<file path="src/rtl/audio_pwm_output.sv">
// audio_pwm_output: double-buffered PWM audio output stage driving an external RC filter.
// Latency: pwm_out is registered, 1 clk after counter/active state; a new sample becomes active at the next period boundary.
// Backpressure: din_ready is low while the holding register is full and rises again at the next period boundary.
//
// Ports:
//   clk, rst_n      clock; synchronous active-low reset
//   enable          run the PWM; low holds the counters at 0 and mutes the output
//   din/din_valid/din_ready  sample handshake into the holding register
//   pwm_out         1-bit PWM output
//   period_start    1-cycle pulse aligned with pwm_cnt==0 of each new period
//   underrun        1-cycle pulse when a period began with no fresh sample
// Optional (macro UNDERRUN_CNT_EN):
//   underrun_clr    synchronous clear of the underrun counter
//   underrun_count  saturating 16-bit count of underrun pulses
module audio_pwm_output #(
  parameter int DATA_BITS = 12,
  parameter int CLK_DIV   = 1
) (
  input  logic                 clk,
  input  logic                 rst_n,
  input  logic                 enable,
  input  logic [DATA_BITS-1:0] din,
  input  logic                 din_valid,
  output logic                 din_ready,
  output logic                 pwm_out,
  output logic                 period_start,
  output logic                 underrun
`ifdef UNDERRUN_CNT_EN
  ,
  input  logic                 underrun_clr,
  output logic [15:0]          underrun_count
`endif
);

  localparam int DIV_W = (CLK_DIV > 1) ? $clog2(CLK_DIV) : 1;
  localparam logic [DIV_W-1:0] DIV_LAST = DIV_W'(CLK_DIV - 1);

  logic [DIV_W-1:0]     div_cnt_q, div_cnt_d;
  logic [DATA_BITS-1:0] pwm_cnt_q, pwm_cnt_d;
  logic [DATA_BITS-1:0] active_q, active_d;
  logic [DATA_BITS-1:0] hold_q, hold_d;
  logic                 hold_full_q, hold_full_d;
  logic                 pwm_out_q, pwm_out_d;
  logic                 period_start_q, period_start_d;
  logic                 underrun_q, underrun_d;
  logic                 step;
  logic                 boundary;
  logic                 xfer;

  always_comb begin
    step     = enable && (div_cnt_q == DIV_LAST);
    // Boundary is the edge on which pwm_cnt wraps back to 0.
    boundary = step && (pwm_cnt_q == '1);
    xfer     = din_valid && !hold_full_q;

    div_cnt_d = div_cnt_q;
    if (!enable) begin
      div_cnt_d = '0;
    end else if (div_cnt_q == DIV_LAST) begin
      div_cnt_d = '0;
    end else begin
      div_cnt_d = div_cnt_q + 1'b1;
    end

    pwm_cnt_d = pwm_cnt_q;
    if (!enable) begin
      pwm_cnt_d = '0;
    end else if (step) begin
      pwm_cnt_d = pwm_cnt_q + 1'b1;
    end

    active_d    = active_q;
    hold_d      = hold_q;
    hold_full_d = hold_full_q;
    if (boundary && hold_full_q) begin
      active_d    = hold_q;
      hold_full_d = 1'b0;
    end
    // A transfer only happens while hold is empty, so it never collides with
    // the hold->active move above; a transfer on the boundary edge itself
    // lands in hold and waits for the following boundary.
    if (xfer) begin
      hold_d      = din;
      hold_full_d = 1'b1;
    end

    pwm_out_d      = enable && (pwm_cnt_q < active_q);
    period_start_d = boundary;
    underrun_d     = boundary && !hold_full_q;
  end

  always_ff @(posedge clk) begin
    if (!rst_n) begin
      div_cnt_q      <= '0;
      pwm_cnt_q      <= '0;
      active_q       <= '0;
      hold_q         <= '0;
      hold_full_q    <= 1'b0;
      pwm_out_q      <= 1'b0;
      period_start_q <= 1'b0;
      underrun_q     <= 1'b0;
    end else begin
      div_cnt_q      <= div_cnt_d;
      pwm_cnt_q      <= pwm_cnt_d;
      active_q       <= active_d;
      hold_q         <= hold_d;
      hold_full_q    <= hold_full_d;
      pwm_out_q      <= pwm_out_d;
      period_start_q <= period_start_d;
      underrun_q     <= underrun_d;
    end
  end

  assign din_ready    = !hold_full_q;
  assign pwm_out      = pwm_out_q;
  assign period_start = period_start_q;
  assign underrun     = underrun_q;

`ifdef UNDERRUN_CNT_EN
  logic [15:0] ucnt_q, ucnt_d;

  // Counts on the same event that sets the underrun pulse, so the count and
  // the pulse become visible in the same cycle. Clear wins over increment.
  always_comb begin
    ucnt_d = ucnt_q;
    if (underrun_clr) begin
      ucnt_d = '0;
    end else if (underrun_d && (ucnt_q != 16'hFFFF)) begin
      ucnt_d = ucnt_q + 1'b1;
    end
  end

  always_ff @(posedge clk) begin
    if (!rst_n) begin
      ucnt_q <= '0;
    end else begin
      ucnt_q <= ucnt_d;
    end
  end

  assign underrun_count = ucnt_q;
`endif

endmodule

</file>
<file path="config.mk">
export PLATFORM = sky130hd
export DESIGN_NAME = audio_pwm_output
export DESIGN_NICKNAME = d
export VERILOG_FILES = /design/src/rtl/audio_pwm_output.sv
export SDC_FILE = /design/constraint.sdc
export NUM_CORES = 1
export LEC_CHECK = 0
export BUFFER_PORTS_ARGS = -buffer_cell sky130_fd_sc_hd__buf_4
export CAP_MARGIN = 20
export CORE_ASPECT_RATIO = 0.7
export CORE_UTILIZATION = 55
export CTS_BUF_LIST = sky130_fd_sc_hd__clkbuf_2 sky130_fd_sc_hd__clkbuf_4 sky130_fd_sc_hd__clkbuf_8
export DETAILED_ROUTE_END_ITERATION = 8
export HOLD_SLACK_MARGIN = 0.08
export PLACE_DENSITY_LB_ADDON = 0.1
export RECOVER_POWER = 100
export SKIP_LAST_GASP = 1
export SLEW_MARGIN = 10
export SYNTH_ARGS = -nofsm -noshare
export SYNTH_HDL_FRONTEND = slang
export SYNTH_SLANG_ARGS = --single-unit
</file>
<file path="constraint.sdc">
create_clock -name clk -period 1.78 [get_ports clk]
set_input_delay 0.178 -clock clk [delete_from_list [all_inputs] [get_ports clk]]
set_output_delay 0.178 -clock clk [all_outputs]
set_load 0.1 [all_outputs]
</file>
==> results.toml, run 1 <==
[sta]
drv_slew = 0
hold_viol_final = 0
min_period_over_period_pct = 91.0
tns_ps = 0
rsz0062_at_grt = "no"
setup_violations = 0
fmax_ghz = 0.617
skew_ps = 5.30
period_minus_slack_ps = 1620
maxSlewHeadroom_pct = 61.9
worst_slew_pin_slew_ps = 557

[die]
core_area_um2 = 3250
chipWidth_um = 73.0
ios = 20
dieArea_um2 = 3770
initial_core_util_pct = 59.6
rows = 17
die_h_um = 51.7

[detailed_routing]
routed_wl_um = 3700
dr_wl_met2_um = 1700
ant_nets = 0
drt_iter0_markers = 73
vias_per_cell = 5.30
top_layer = "met4"
dr.pass1.iters = 6
num_vias = 1520
wl_per_cell_um = 12.9
drc = 1
routed-wl-met3_um = 192
drt-met1-wl_um = 1760

[grt]
grt_pass1_wl_um = 6300
grt_overflow = 0
grt_use_total_pct = 22.5
antenna_found_initial = 0
grt_pass1_vias = 1393
grt_max_degree = 40

[clock_tree]
clkSlewWorstSetupHoldPaths_ps = 80
cts_hold_buf = 0
cts_tree = "done"
numCtsBuffers = 5
cts_max_level = 2
clock_path_buffers = 2
clk_latency_ps = 280
cts_root_buffer = "clkbuf_8"
cts-resized-gates = 0
post_cts_buffers = 0
cts_sinks = 41

[yosys]
ys_seq_area_share_pct = 42.3
synth_top_family_by_area = "simple AND/OR/NAND/NOR gates"
synth.area.mux_share_pct = 6.71
synth_xor_area_share_pct = 4.97
synthAdderAreaFrac_pct = 7.74
yosysWarnings = 0
synthesis.nets = 247
syn_avg_cell_area_um2 = 8.86
syn_inst = 219
syn_area_um2 = 1940
ys_seq_elements = 41
ys_types = 34
synth-compound-area-share_pct = 7.48
synth_simple_gate_area_share_pct = 23.9

[final_layout]
drive_gt1_share_pct = 14.6
nFillCells = 251
seqCellArea_um2 = 821
layout.nets = 268
multi_input_area_um2 = 990
insertedDiodeCount = 0
area_growth_pct = 12.1

[placed_design]
io_buffer_count = 19
hpwl_um = 2770
gp_congestion = 0.805

[critical_path]
critPathLaunchType = "flip-flop"
cp.required_ps = 1930
setup.worst_path.end_class = "flip-flop"
worstPathArrival_ps = 1770
path_max_fanout = 3
critPathKind = "reg -> reg"

[power_and_ir_drop]
power_leakage_nw = 0.828
power_mw = 1.67
ir_worst_vdd_mv = 0.532
power_density_nw_per_um2 = 770

[worst_hold_path]
worstHoldPathType = "in -> reg"

[flow_run]
drv_cap = 0

[outcome]
status = "complete, but fails checks"
violations = "DRC"
==> area by class of cell <==
type | count | area share, %
tap | 47 | 2.70
timing repair buffer | 23 | 7.48
multi-input combinational | 155 | 45.5
sequential | 41 | 37.7
inverter | 14 | 2.42
clock buffer | 7 | 4.14
==> synthesized netlist by cell type <==
cell type	instances	area share (%)
a21o_1	1	0.39
conb_1	1	0.19
and2_2	2	0.77
nand4b_1	1	0.45
buf_4	1	0.39
clkbuf_1	4	0.77
or3_1	1	0.32
nor3_4	1	0.84
and4_1	2	0.90
and4b_1	1	0.52
nand4_1	6	1.9
a21boi_0	12	4.6
and2b_2	1	0.45
a21oi_1	3	0.77
a2111oi_0	2	0.90
nor3_1	3	0.77
buf_6	1	0.58
inv_1	14	2.7
dfxtp_1	41	42
buf_8	1	0.77
nor2b_1	1	0.32
o21ai_0	3	0.77
nor2_1	14	2.7
nand3_4	1	0.90
mux2i_1	13	6.7
and2_1	1	0.32
nand3_1	5	1.3
ha_1	12	7.7
nand2b_1	1	0.32
nand2_1	54	10
nor4_1	2	0.65
clkbuf_8	2	1.4
xnor2_1	7	3.2
xor2_1	4	1.8
==> sequential cells by signal (all words and copies together), names as in the netlist <==
| signal | count |
|---|---|
| div_cnt_q | 1 |
| pwm_cnt_q | 12 |
| period_start | 1 |
| pwm_out | 1 |
| active_q | 12 |
| hold_full_q | 1 |
| underrun | 1 |
| hold_q | 12 |
==> where the power goes <==
| group | total (mW) | switching (mW) | internal [mW] |
|---|---|---|---|
| sequential | 0.951 | 0.0147 | 0.937 |
| clock | 0.615 | 0.292 | 0.323 |
| combinational | 0.107 | 0.0617 | 0.0455 |
| total | 1.67 | 0.368 | 1.30 |
==> per-stage QoR <==
stage | std cells | setup slack [ps] | hold WS, ps | utilization [%] | cell area, um^2
floorplan | 219 | 156 | 323 | - | 1940
global placement | 280 | 231 | 442 | 64.4 | 2090
detailed placement | 280 | 221 | 446 | 64.4 | 2090
CTS | 287 | 199 | 141 | 67.1 | 2180
global route | 287 | 66.9 | 139 | 66.8 | 2170
finish | 287 | 161 | 148 | 66.8 | 2170
==> kinds of logic (layout without fill, tap and decap cells) <==
logic type,after synthesis,after routing
compound gates,21,21
xor+xnor,11,11
fa+ha+maj,12,12
buf+inv,23,44
flops,41,41
mux,13,13
other cells,1,1
simple gates,97,97
==> per-layer routing <==
layer | up-vias | GRT usage [%]
li1 | 762 | -
met1 | 717 | 29.0
met2 | 34 | 36.8
met3 | 7 | 4.84
met4 | 0 | 9.15
met5 | - | 0
==> final timing paths <==
check                endpoint  slack [ps]    startpoint  cells after the start
hold / removal      hold_q[4]         150        din[4]                      3
setup reg to reg      pwm_out         160  active_q[11]                      5
hold reg to reg   active_q[2]         460     hold_q[2]                      2
setup / recovery      pwm_out         160  active_q[11]                      5
==> layout by cell type (no fill, tap or decap), drive strengths merged, types with 4 or more instances in the layout <==
cell type / synthesis / final
clkbuf: 6 / 11
xor2: 4 / 4
a21boi: 12 / 12
nand3: 6 / 6
nand2: 54 / 54
xnor2: 7 / 7
ha: 12 / 12
nand4: 6 / 6
mux2i: 13 / 13
dfxtp: 41 / 41
inv: 14 / 14
nor2: 14 / 14
nor3: 4 / 4
buf: 3 / 19
==> critical path, stage by stage (launching register included) <==
cell	delay [ps]
dfxtp_1	340
inv_1	50
ha_1	300
nand4_1	150
a2111oi_0	540
nor3_1	110
(Power assumes the default switching activity.)
==> run 2, diff against run 1 <==
==> constraint.sdc (replaced) <==
create_clock -name clk -period 1.58 [get_ports clk]
set_input_delay 0.158 -clock clk [delete_from_list [all_inputs] [get_ports clk]]
set_output_delay 0.158 -clock clk [all_outputs]
set_load 0.1 [all_outputs]
==> results.toml, run 2 (synthesized netlist as in run 1, its figures left out) <==
[final_layout]
mostFrequentLayoutCell = "nand2_1"
finalNonFillerCells = 291
nFillCells = 273
drive_gt1_share_pct = 18.0
seqCellArea_um2 = 821
insertedDiodeCount = 0
area_growth_pct = 15.4
top_regs = "active_q: 12 flops, hold_q: 12 flops, pwm_cnt_q: 12 flops"
multi_input_area_um2 = 1020
final_cell_mix = "nand2_1, dfxtp_1, buf_4, nor2_1"
layout.nets = 272

[clock_tree]
cts_hold_buf = 0
clkSlewWorstSetupHoldPaths_ps = 80
cts_tree = "done"
cts_max_level = 2
cts_sinks = 41
clk_latency_ps = 290
numCtsBuffers = 5
cts_root_buffer = "clkbuf_8"
clock_path_buffers = 2

[detailed_routing]
ant_nets = 0
drc = 0
routed_wl_um = 3940
drt_iter0_markers = 72
vias_per_cell = 5.27
num_vias = 1534
wl_per_cell_um = 13.5
dr.pass1.iters = 4

[critical_path]
worstPathArrival_ps = 1770
cp_num_buf_inv = 1
cpPeakStageDelay_ps = 360
cp.required_ps = 1800
critPathLaunchType = "flip-flop"
critPathTopFamily = "simple AND/OR/NAND/NOR gates"
slowest_stage = "or3_1"
cp_cell_sequence = "inv_1 > ha_1 > a21oi_2 > o21ai_0 > or3_1 > nor3_2"
setup.worst_path.end_class = "flip-flop"
critPathKind = "reg -> reg"
path_max_fanout = 2

[outcome]
status = "finished clean"

[sta]
skew_ps = 4.64
setup_violations = 0
hold_viol_final = 0
tns_ps = 0
fmax_ghz = 0.644
drv_slew = 0
rsz0062_at_grt = "yes"
worst_slew_pin_slew_ps = 545
period_minus_slack_ps = 1550
min_period_over_period_pct = 98.2
maxSlewHeadroom_pct = 63.8

[placed_design]
hpwl_um = 2960
dpl.cell_count = 283
gp_congestion = 0.812
io_buffer_count = 19

[grt]
grt_use_total_pct = 23.6
antenna_found_initial = 0
grt_pass1_vias = 1464
grt_overflow = 0
grt_pass1_wl_um = 6520
grt_max_degree = 37

[die]
rows = 17
initial_core_util_pct = 59.6
chipWidth_um = 73.0
ios = 20
core_area_um2 = 3250
die_h_um = 51.7
dieArea_um2 = 3770

[flow_run]
drv_cap = 0

[power_and_ir_drop]
ir_worst_vdd_mv = 0.499
power_density_nw_per_um2 = 854
power_leakage_nw = 0.838

[worst_hold_path]
worstHoldPathType = "in -> reg"
## run 2: cell count changes in the layout (fill, tap and decap cells not counted), moves of 2 or more
| cell | change |
|---|---|
| clkbuf_1 | +3 |
| a2111oi_0 | -2 |
| a2111oi_2 | +2 |
| clkbuf_4 | +2 |
## run 2: where the power goes
part	internal [mW]	switching, mW	total (mW)	leakage [nW]
Clock	0.364	0.348	0.712	0.0477
Sequential	1.06	0.0147	1.07	0.333
Combinational	0.0552	0.0732	0.128	0.458
## run 2: final cells by class
class                   instances  share of cell area [%]
well taps                      47                    2.63
clock buffers                   7                    4.03
multi-input cells             155                    45.5
flip-flops and latches         41                    36.7
inverters                      14                    2.40
repair buffers                 27                    8.78
## run 2: worst paths after layout
| path | to | depth (start not counted) | from | slack (ps) |
|---|---|---|---|---|
| setup / recovery | pwm_out | 6 | active_q[9] | 30 |
| hold reg to reg | active_q[8] | 2 | active_q[8] | 460 |
| setup reg to reg | pwm_out | 6 | active_q[9] | 30 |
| hold / removal | hold_q[10] | 3 | din[10] | 120 |
## run 2: worst reg2reg max path, stage by stage, from the launching register on
cell     delay [ps]
dfxtp_1         350
inv_1            50
ha_1            300
a21oi_2         140
o21ai_0          90
or3_1           360
nor3_2          210
## run 2: what timing repair did
action                     CTS  global route
pin swaps                    0             1
hold endpoints to repair     0             0
resized for setup            1             8
setup endpoints to repair    1             9
setup buffers                0             1
## run 2: routing by layer
| metal | vias to the layer above | wire (um) | GRT usage (%) |
|---|---|---|---|
| met3 | 4 | 210 | 9.50 |
| li1 | 771 | - | - |
| met4 | 0 | 29 | 8.82 |
| met2 | 33 | 1870 | 37.7 |
| met5 | - | 0 | 0 |
| met1 | 726 | 1830 | 28.8 |
## run 2: through the flow
stage / setup WS, ps / power [mW] / util (%) / cell area (um^2) / hold WS (ps)
finish: 27.7 / 1.91 / 68.7 / 2240 / 116
global route: -20.9 / 1.99 / 68.7 / 2240 / 111
CTS: 14.4 / 1.92 / 68.4 / 2230 / 112
detailed placement: -4.97 / 1.22 / 65.6 / 2140 / 429
global placement: 147 / 1.22 / 65.6 / 2140 / 420
floorplan: 13.7 / 1.17 / - / 1950 / 303
